**config.mk**
```make
export PLATFORM = sky130hd
export DESIGN_NAME = slave_write_arbiter
export DESIGN_NICKNAME = d
export VERILOG_FILES = /design/src/rtl/slave_write_arbiter.sv
export SDC_FILE = /design/constraint.sdc
export NUM_CORES = 1
export LEC_CHECK = 0
export ABC_CLOCK_PERIOD_IN_PS = 2600
export BUFFER_PORTS_ARGS = -buffer_cell sky130_fd_sc_hd__buf_2
export CAP_MARGIN = 20
export CORE_ASPECT_RATIO = 1.2
export CORE_MARGIN = 2
export CORE_UTILIZATION = 48
export CTS_CLUSTER_SIZE = 25
export DETAILED_ROUTE_END_ITERATION = 10
export GPL_TIMING_DRIVEN = 0
export PLACE_DENSITY = 0.86
export SYNTH_ARGS = -nofsm -noshare
export SYNTH_HDL_FRONTEND = slang
export SYNTH_SLANG_ARGS = --single-unit
```
**constraint.sdc**
```tcl
create_clock -name ACLK -period 2.6 [get_ports ACLK]
set_input_delay 0.52 -clock ACLK [delete_from_list [all_inputs] [get_ports ACLK]]
set_output_delay 0.52 -clock ACLK [all_outputs]
set_load 0.02 [all_outputs]
```
**src/rtl/slave_write_arbiter.sv**
```systemverilog
`default_nettype none
// ============================================================================
// Module      : slave_write_arbiter
// Description : Per-slave write-path scheduler. Round-robin arbitrates the
//               master AW FIFO fronts that decode to this slave and records
//               the AW grant order in a small queue. The W channel is locked
//               to the master at the queue head until its WLAST beat moves.
// Revision    : 1.0 - initial release
// ============================================================================
module slave_write_arbiter #(
    parameter int masters           = 2,
    parameter int slaves            = 2,
    parameter int i_am_slave_number = 0,
    parameter int pending_depth     = 8,
    localparam int MW = (masters > 1) ? $clog2(masters) : 1,
    localparam int SW = (slaves > 1) ? $clog2(slaves) : 1,
    localparam int CW = $clog2(pending_depth + 1)
) (
    input  logic                  ACLK,
    input  logic                  ARESET,
    input  logic [masters-1:0]    master_write_addr_fifo_empty,
    input  logic [masters*SW-1:0] write_addr_forward_dest_slave,
    input  logic                  slave_write_addr_fifo_full,
    input  logic [masters-1:0]    master_write_data_fifo_empty,
    input  logic [masters-1:0]    master_wlast,
    input  logic                  slave_write_data_fifo_full,
    output logic                  aw_grant,
    output logic [MW-1:0]         aw_grant_master,
    output logic [masters-1:0]    aw_pop,
    output logic                  w_grant,
    output logic [MW-1:0]         w_grant_master,
    output logic [masters-1:0]    w_pop,
    output logic [CW-1:0]         outstanding_writes
);

    localparam int          PW      = $clog2(pending_depth);
    localparam logic [MW:0] c_M     = (MW + 1)'(masters);
    localparam logic [CW-1:0] c_DEPTH = CW'(pending_depth);

    // Arbitration and order-queue state
    logic [MW-1:0] rr_ptr_q, rr_ptr_d;
    logic [PW-1:0] wr_ptr_q, wr_ptr_d;
    logic [PW-1:0] rd_ptr_q, rd_ptr_d;
    logic [CW-1:0] count_q,  count_d;
    logic [MW-1:0] queue_q [pending_depth];

    logic [masters-1:0]   w_req;
    logic [2*masters-1:0] w_req2;
    logic                 w_found;
    logic [MW-1:0]        w_offset;
    logic [MW:0]          w_sum;
    logic [MW:0]          w_next_sum;
    logic [MW-1:0]        w_winner;
    logic [MW-1:0]        w_head;
    logic                 w_queue_nonempty;
    logic                 w_push;
    logic                 w_pop_q;

    // A master requests when its AW front is valid and decodes to this slave
    generate
        for (genvar m = 0; m < masters; m++) begin : g_req
            assign w_req[m] = ~master_write_addr_fifo_empty[m] &
                (write_addr_forward_dest_slave[m*SW +: SW] == SW'(i_am_slave_number));
        end
    endgenerate

    // Rotate requests so bit 0 is the master at rr_ptr; first set bit wins
    assign w_req2 = {w_req, w_req} >> rr_ptr_q;

    // Find the first requester at or after the round-robin pointer
    always_comb begin
        w_found  = 1'b0;
        w_offset = '0;
        for (int i = 0; i < masters; i++) begin
            if (!w_found && w_req2[i]) begin
                w_found  = 1'b1;
                w_offset = MW'(i);
            end
        end
        w_sum = {1'b0, rr_ptr_q} + {1'b0, w_offset};
        if (w_sum >= c_M) begin
            w_sum = w_sum - c_M;
        end
        w_winner   = w_sum[MW-1:0];
        w_next_sum = {1'b0, w_winner} + {{MW{1'b0}}, 1'b1};
        if (w_next_sum >= c_M) begin
            w_next_sum = '0;
        end
    end

    // A full queue blocks new AW grants even if the head pops this cycle
    assign aw_grant        = w_found & ~slave_write_addr_fifo_full & (count_q < c_DEPTH);
    assign aw_grant_master = w_winner;
    assign aw_pop          = (masters'(1) << w_winner) & {masters{aw_grant}};
    assign w_push          = aw_grant;

    // W is served only from the registered queue head, never from this cycle's AW
    assign w_queue_nonempty = (count_q != '0);
    assign w_head           = w_queue_nonempty ? queue_q[rd_ptr_q] : '0;
    assign w_grant          = w_queue_nonempty & ~master_write_data_fifo_empty[w_head] &
                              ~slave_write_data_fifo_full;
    assign w_grant_master   = w_head;
    assign w_pop            = (masters'(1) << w_head) & {masters{w_grant}};
    assign w_pop_q          = w_grant & master_wlast[w_head];

    assign outstanding_writes = count_q;

    // Next-state for pointers and occupancy
    always_comb begin
        rr_ptr_d = rr_ptr_q;
        wr_ptr_d = wr_ptr_q;
        rd_ptr_d = rd_ptr_q;
        count_d  = count_q;
        if (w_push) begin
            rr_ptr_d = w_next_sum[MW-1:0];
            wr_ptr_d = wr_ptr_q + 1'b1;
        end
        if (w_pop_q) begin
            rd_ptr_d = rd_ptr_q + 1'b1;
        end
        case ({w_push, w_pop_q})
            2'b10:   count_d = count_q + 1'b1;
            2'b01:   count_d = count_q - 1'b1;
            default: count_d = count_q;
        endcase
    end

    // Control registers; reset flushes the queue and drops any in-flight transfer
    always_ff @(posedge ACLK) begin
        if (ARESET) begin
            rr_ptr_q <= '0;
            wr_ptr_q <= '0;
            rd_ptr_q <= '0;
            count_q  <= '0;
        end else begin
            rr_ptr_q <= rr_ptr_d;
            wr_ptr_q <= wr_ptr_d;
            rd_ptr_q <= rd_ptr_d;
            count_q  <= count_d;
        end
    end

    // Order-queue storage; contents are only meaningful below count_q
    always_ff @(posedge ACLK) begin
        if (!ARESET && w_push) begin
            queue_q[wr_ptr_q] <= w_winner;
        end
    end

    // Queue underflow/overflow must never happen
    always_ff @(posedge ACLK) begin
        if (!ARESET) begin
            assert (!(w_pop_q && (count_q == '0)));
            assert (!(w_push && (count_q == c_DEPTH)));
        end
    end

endmodule
`default_nettype wire

```
==> flow_metrics.py, run 1 <==
metrics = {
    "outcome": {
        "status": "finished, violations left",
        "violations": "setup timing",
    },
    "min_path": {
        "hp-start": "rr_ptr_q$_SDFFE_PP0P_",
        "hold_class": "register to register",
        "whs_endpoint": "rr_ptr_q$_SDFFE_PP0P_",
        "whs_path_depth": 2,
    },
    "place": {
        "place_ws_ns": -0.2051,
        "dp_cells": 166,
        "io_buffer_count": 22,
        "routabilityCongestion": 0.7678,
        "dpl.hpwl_um": 1729,
    },
    "floorplanning": {
        "pin_count": 24,
        "coreArea_um2": 2282,
        "start_util": 0.5071,
        "dieArea_um2": 2822,
        "num_rows": 19,
        "fp.dieW_um": 48.83,
        "dieHeight_um": 57.79,
    },
    "logic_synthesis": {
        "synth_top_area_share": 0.2422,
        "synthTopCellsByArea": "dfxtp_1 (24%), edfxtp_1 (21%), nor2_1 (5.5%)",
        "synth_cells": 113,
        "syn_avg_cell_area_um2": 10.24,
        "synth-seq-cells": 22,
        "synth_top_area_cell": "dfxtp_1",
        "yosysSeqAreaShare": 0.4497,
        "syn_nets": 130,
        "syn_area_um2": 1157,
        "yosysWarningCount": 0,
        "ys_types": 34,
        "synth_edf_count": 8,
        "async_reset_ff_frac": 0,
        "yosys_most_used_dff": "dfxtp_1",
    },
    "timing": {
        "max_freq_mhz": 367.1,
        "finalCriticalPeriod_ns": 2.724,
        "rsz0062_at_grt": "yes",
        "min_period_over_period": 1.048,
        "final-setup-viol-count": 3,
        "setup_slack_ns": -0.1242,
        "slew_viol_final": 0,
        "hold_viol_final": 0,
        "worst_pin_slew_ns": 0.6105,
        "maxSlewHeadroom": 0.5893,
        "skew_ns": 0.002015,
    },
    "clock_network": {
        "cts.sinks": 22,
        "cts_hold_buf": 0,
        "cts_tree": "built",
        "clock_latency_ns": 0.31,
        "numCtsBuffers": 3,
        "cts_max_path_buffers": 2,
        "clockRootBuffer": "clkbuf_4",
        "path_clk_slew_ns": 0.12,
        "h-tree-depth": 1,
    },
    "routing": {
        "ant_nets": 0,
        "finalWirelength_um": 2618,
        "drc_errors": 0,
        "drtPass1Iterations": 4,
        "dr_total_vias": 982,
        "drtIter0Drc": 13,
        "wl_per_cell_um": 14.79,
        "via_per_inst": 5.548,
    },
    "global_route": {
        "antenna_found_initial": 0,
        "grt_pass1_vias": 994,
        "grt_max_degree": 14,
        "overflow": 0,
        "grt.total_usage": 0.1904,
        "grt_pass1_wl_um": 4153,
    },
    "worst_setup_path": {
        "cpMaxStageDelayCell": "mux4_2",
        "crit_path_end_kind": "output port",
        "crit_fanout": 2,
        "timing.reg2reg.setup_slack_ns": -0.12,
        "critPathArrivalTime_ns": 2.20,
        "cp.required_ns": 2.08,
        "r2r-end": "outstanding_writes[2]$_SDFFE_PP0P_",
        "startpoint_type": "register",
        "worstSetupPathType": "register to output port",
        "r2r_cells": 11,
        "cpPeakStageDelay_ns": 0.53,
        "crit_chain": "mux4_2, mux2i_4, buf_6, mux2_4, nor3_2, buf_4",
    },
    "cells_and_area": {
        "area_delta_synth_final_pct": 27.68,
        "final_cell_mix": "buf_2 (20), nor2_1 (17), dfxtp_1 (13), edfxtp_1 (8)",
        "final_core_utilization": 0.6475,
        "n_antenna_cell": 0,
        "stdcell_count": 177,
        "drive_gt1_frac": 0.3425,
        "final_common_cell": "buf_2",
        "nNetsFinal": 164,
    },
    "job": {
        "maxCapViolCount": 0,
    },
    "power": {
        "peakVddDrop_mv": 0.3120,
        "powerDensity_nw_per_um2": 521.8,
        "total_leakage_power_nw": 0.6162,
    },
}
report_power, final:
group          internal [mW]  switching [mW]  leakage (nW)
sequential             0.367          0.0112         0.187
clock                  0.156           0.107        0.0279
combinational         0.0558          0.0737         0.401
total                  0.579           0.192         0.616
critical path: cells and delay by family, from the launching register on:
family	cells	cell delay [ns]
buffers and inverters	2	0.30
AND/OR/NAND/NOR	1	0.17
flip-flops	1	0.38
multiplexers	3	1.04
logic make-up (layout without fill, tap and decap cells):
group | after synthesis | after routing | synth area share
fa+ha+maj | 6 | 6 | 0.06270
xor+xnor | 4 | 4 | 0.03028
mux | 12 | 12 | 0.1524
flops | 22 | 22 | 0.4497
simple gates | 53 | 53 | 0.2411
compound gates | 10 | 10 | 0.04433
buf+inv | 6 | 39 | 0.01946
synthesized netlist by cell type, types with 2 or more instances:
| cell type | number |
|---|---|
| clkbuf_1 | 3 |
| xor2_1 | 3 |
| nand3b_1 | 2 |
| nand2b_1 | 3 |
| nor2b_1 | 5 |
| mux2i_1 | 3 |
| o21ai_0 | 4 |
| a21oi_1 | 4 |
| nor4_1 | 4 |
| mux2_1 | 3 |
| mux2_2 | 2 |
| nand4_1 | 2 |
| nor3_1 | 6 |
| dfxtp_1 | 14 |
| nor2_1 | 17 |
| mux4_1 | 2 |
| edfxtp_1 | 8 |
| nand2_1 | 4 |
| nand3_1 | 2 |
| or3_1 | 2 |
| ha_1 | 5 |
| inv_1 | 3 |
metal layers:
metal / global-route usage / vias up / wire length (µm)
met1: 0.2107 / 471 / 991
met3: 0.02835 / 9 / 75
met4: 0.1184 / 0 / 88
li1: - / 474 / -
met5: 0 / - / 0
met2: 0.3444 / 28 / 1463
stage by stage:
stage | hold slack (ns) | instance area (µm²) | total power [mW] | TNS (ns)
floorplan | 0.4710 | 1164 | 0.4585 | -0.03325
global placement | 0.4825 | 1313 | 0.4867 | -0.1348
detailed placement | 0.5025 | 1313 | 0.4935 | -0.2711
CTS | 0.5196 | 1434 | 0.7630 | -0.3050
global route | 0.5595 | 1478 | 0.8067 | -0.7110
finish | 0.5149 | 1478 | 0.7710 | -0.3302
final cells by class:
cell class / count / area [µm²]
clock buffers: 3 / 22.52
repair buffers: 29 / 186.4
fillers: 203 / 804.5
multi-input cells: 85 / 653.1
well taps: 31 / 38.79
flip-flops and latches: 22 / 521.8
inverters: 3 / 13.76
plain buffers: 3 / 11.26
clock inverters: 1 / 30.03
worst max-delay path by stage:
| stage | from | to | slack, ns | cells after the start |
|---|---|---|---|---|
| 3_5_place_dp | register | outstanding_writes[2]$_SDFFE_PP0P_ | -0.21 | 11 |
| 5_1_grt | register | outstanding_writes[2]$_SDFFE_PP0P_ | -0.24 | 11 |
| 2_1_floorplan | register | outstanding_writes[2]$_SDFFE_PP0P_ | -0.03 | 11 |
| 6_report | register | w_grant | -0.12 | 6 |
| 3_3_place_gp | register | outstanding_writes[2]$_SDFFE_PP0P_ | -0.13 | 11 |
| 4_1_cts | register | outstanding_writes[2]$_SDFFE_PP0P_ | -0.13 | 11 |
repair_timing:
item	CTS	global route
pin swaps	1	2
gates cloned	0	0
hold endpoints to repair	0	0
resized for setup	7	12
setup buffers	6	2
endpoints found under the setup margin	3	4
Note: power is estimated with default switching activity, not from simulation.
==> run 2: changes to the inputs <==
--- a/config.mk
+++ b/config.mk
@@ -14,7 +14,7 @@
 export CTS_CLUSTER_SIZE = 25
 export DETAILED_ROUTE_END_ITERATION = 10
 export GPL_TIMING_DRIVEN = 0
-export PLACE_DENSITY = 0.86
+export PLACE_DENSITY = 0.74
 export SYNTH_ARGS = -nofsm -noshare
 export SYNTH_HDL_FRONTEND = slang
 export SYNTH_SLANG_ARGS = --single-unit
==> run 2 against run 1 <==
Compared with the run above: the flow still finishes with violations (setup timing); utilization shrank 3.2 points; maximum frequency grew 1.9%; sequential share of layout area increased by 1.9 points; critical endpoint is now outstanding_writes[2]$_SDFFE_PP0P_; highest routed layer unchanged.
==> flow_metrics.py, run 2 (same netlist as run 1, synthesis figures left out) <==
metrics = {
    "outcome": {
        "status": "finished, violations left",
        "violations": "setup timing",
    },
    "cells_and_area": {
        "final_core_utilization": 0.6157,
        "final_common_cell": "buf_2",
        "nNetsFinal": 162,
        "multi_input_area_um2": 641.9,
        "area_delta_synth_final_pct": 21.41,
        "final_area_um2": 1405,
        "n_antenna_cell": 0,
        "fillerInstances": 216,
        "final_cell_mix": "buf_2 (21), nor2_1 (17), dfxtp_1 (12), edfxtp_1 (8), buf_4 (6)",
        "drive_gt1_frac": 0.3264,
        "regArea_um2": 523.0,
    },
    "min_path": {
        "whs_endpoint": "rr_ptr_q$_SDFFE_PP0P_",
        "hp-start": "rr_ptr_q$_SDFFE_PP0P_",
        "whs_path_depth": 2,
        "hold_class": "register to register",
    },
    "routing": {
        "wl_met3_um": 81,
        "drc_errors": 0,
        "ant_nets": 0,
        "met2_length_um": 1146,
        "via_per_inst": 5.297,
        "drtPass1Iterations": 4,
        "top_layer": "met4",
        "dr_total_vias": 927,
        "drtIter0Drc": 10,
        "m1WireLength_um": 970,
        "finalWirelength_um": 2253,
        "wl_per_cell_um": 12.87,
    },
    "clock_network": {
        "cts.sinks": 22,
        "cts_tree": "built",
        "cts_max_path_buffers": 2,
        "clockRootBuffer": "clkbuf_4",
        "h-tree-depth": 1,
        "clock_latency_ns": 0.31,
        "numCtsBuffers": 3,
        "cts_hold_buf": 0,
        "path_clk_slew_ns": 0.12,
    },
    "timing": {
        "maxSlewHeadroom": 0.6225,
        "finalCriticalPeriod_ns": 2.673,
        "min_period_over_period": 1.028,
        "hold_viol_final": 0,
        "max_freq_mhz": 374.2,
        "final-setup-viol-count": 2,
        "skew_ns": 0.001825,
        "rsz0062_at_grt": "yes",
        "setup_slack_ns": -0.07261,
        "slew_viol_final": 0,
        "worst_pin_slew_ns": 0.5610,
    },
    "worst_setup_path": {
        "cp.required_ns": 2.85,
        "r2r-end": "outstanding_writes[2]$_SDFFE_PP0P_",
        "crit_fanout": 3,
        "timing.reg2reg.setup_slack_ns": -0.07,
        "crit_path_end_kind": "register",
        "r2r_cells": 11,
        "startpoint_type": "register",
        "critPathArrivalTime_ns": 2.92,
        "worstSetupPathType": "register to register",
    },
    "place": {
        "dpl.hpwl_um": 1619,
        "io_buffer_count": 22,
        "placed_area_um2": 1313,
        "place_ws_ns": -0.2323,
        "routabilityCongestion": 0.8102,
    },
    "global_route": {
        "antenna_found_initial": 0,
        "grt.total_usage": 0.1829,
        "grt_pass1_vias": 920,
        "grt_max_degree": 13,
        "grt_pass1_wl_um": 3912,
        "overflow": 0,
    },
    "job": {
        "maxCapViolCount": 0,
    },
    "floorplanning": {
        "start_util": 0.5071,
        "dieArea_um2": 2822,
        "pin_count": 24,
        "coreArea_um2": 2282,
        "fp.dieW_um": 48.83,
        "dieHeight_um": 57.79,
        "num_rows": 19,
    },
    "power": {
        "fin_total_pwr_uw": 653.8,
        "peakVddDrop_mv": 0.3395,
        "powerDensity_nw_per_um2": 465.3,
        "total_leakage_power_nw": 0.5864,
    },
}
==> run 2: cell types whose count changed in the layout (fill, tap and decap cells not counted), sizes merged <==
cell,change
bufinv,-1
buf,-2
clkinv,+1
==> run 2: cell type report <==
cell class / count / share of cell area
plain buffers: 3 / 0.008014
clock buffers: 3 / 0.01603
clock inverters: 1 / 0.002671
inverters: 3 / 0.009795
multi-input cells: 85 / 0.4568
flip-flops and latches: 22 / 0.3722
well taps: 31 / 0.02760
repair buffers: 27 / 0.1069
==> run 2: layer usage <==
metal	track usage	vias to the layer above
li1	-	466
met1	0.2168	430
met2	0.3307	26
met3	0.01546	5
met4	0.09796	0
met5	0	-
==> run 2: worst max-delay path: stages (launching register included) <==
cell     delay, ns
dfxtp_2       0.37
mux4_2        0.53
mux2i_4       0.19
mux2_4        0.34
inv_4         0.07
ha_4          0.14
xor2_2        0.14
ha_2          0.20
a21oi_2       0.04
xor2_1        0.14
or3_1         0.31
a21oi_1       0.13
==> run 2: how the worst max path moves through the flow <==
stage | startpoint | end | slack, ns | cells past startpoint
6_report | register | outstanding_writes[2]$_SDFFE_PP0P_ | -0.07 | 11
5_1_grt | register | outstanding_writes[2]$_SDFFE_PP0P_ | -0.19 | 11
4_1_cts | register | outstanding_writes[2]$_SDFFE_PP0P_ | -0.09 | 11
3_5_place_dp | register | outstanding_writes[2]$_SDFFE_PP0P_ | -0.23 | 11
3_3_place_gp | register | outstanding_writes[2]$_SDFFE_PP0P_ | -0.13 | 11
2_1_floorplan | register | outstanding_writes[2]$_SDFFE_PP0P_ | -0.03 | 11
==> run 2: through the flow <==
| step | std cells | hold slack, ns | TNS (ns) |
|---|---|---|---|
| 4_1_cts | 174 | 0.5314 | -0.1701 |
| 3_3_place_gp | 166 | 0.4824 | -0.1293 |
| 2_1_floorplan | 113 | 0.4710 | -0.03325 |
| 3_5_place_dp | 166 | 0.5138 | -0.2353 |
| 6_report | 175 | 0.5310 | -0.1293 |
| 5_1_grt | 175 | 0.5637 | -0.5012 |
==> run 2: timing repair <==
action | in CTS | in global routing
endpoints found under the setup margin | 3 | 4
resized for setup | 6 | 2
pin swaps | 1 | 0
setup buffers | 4 | 1
==> run 2: power by group <==
| group | switching, mW | total, mW | leakage [nW] | internal, mW |
|---|---|---|---|---|
| logic | 0.0679 | 0.116 | 0.384 | 0.0481 |
| clock network | 0.103 | 0.160 | 0.0154 | 0.0562 |
| registers | 0.0109 | 0.378 | 0.187 | 0.367 |
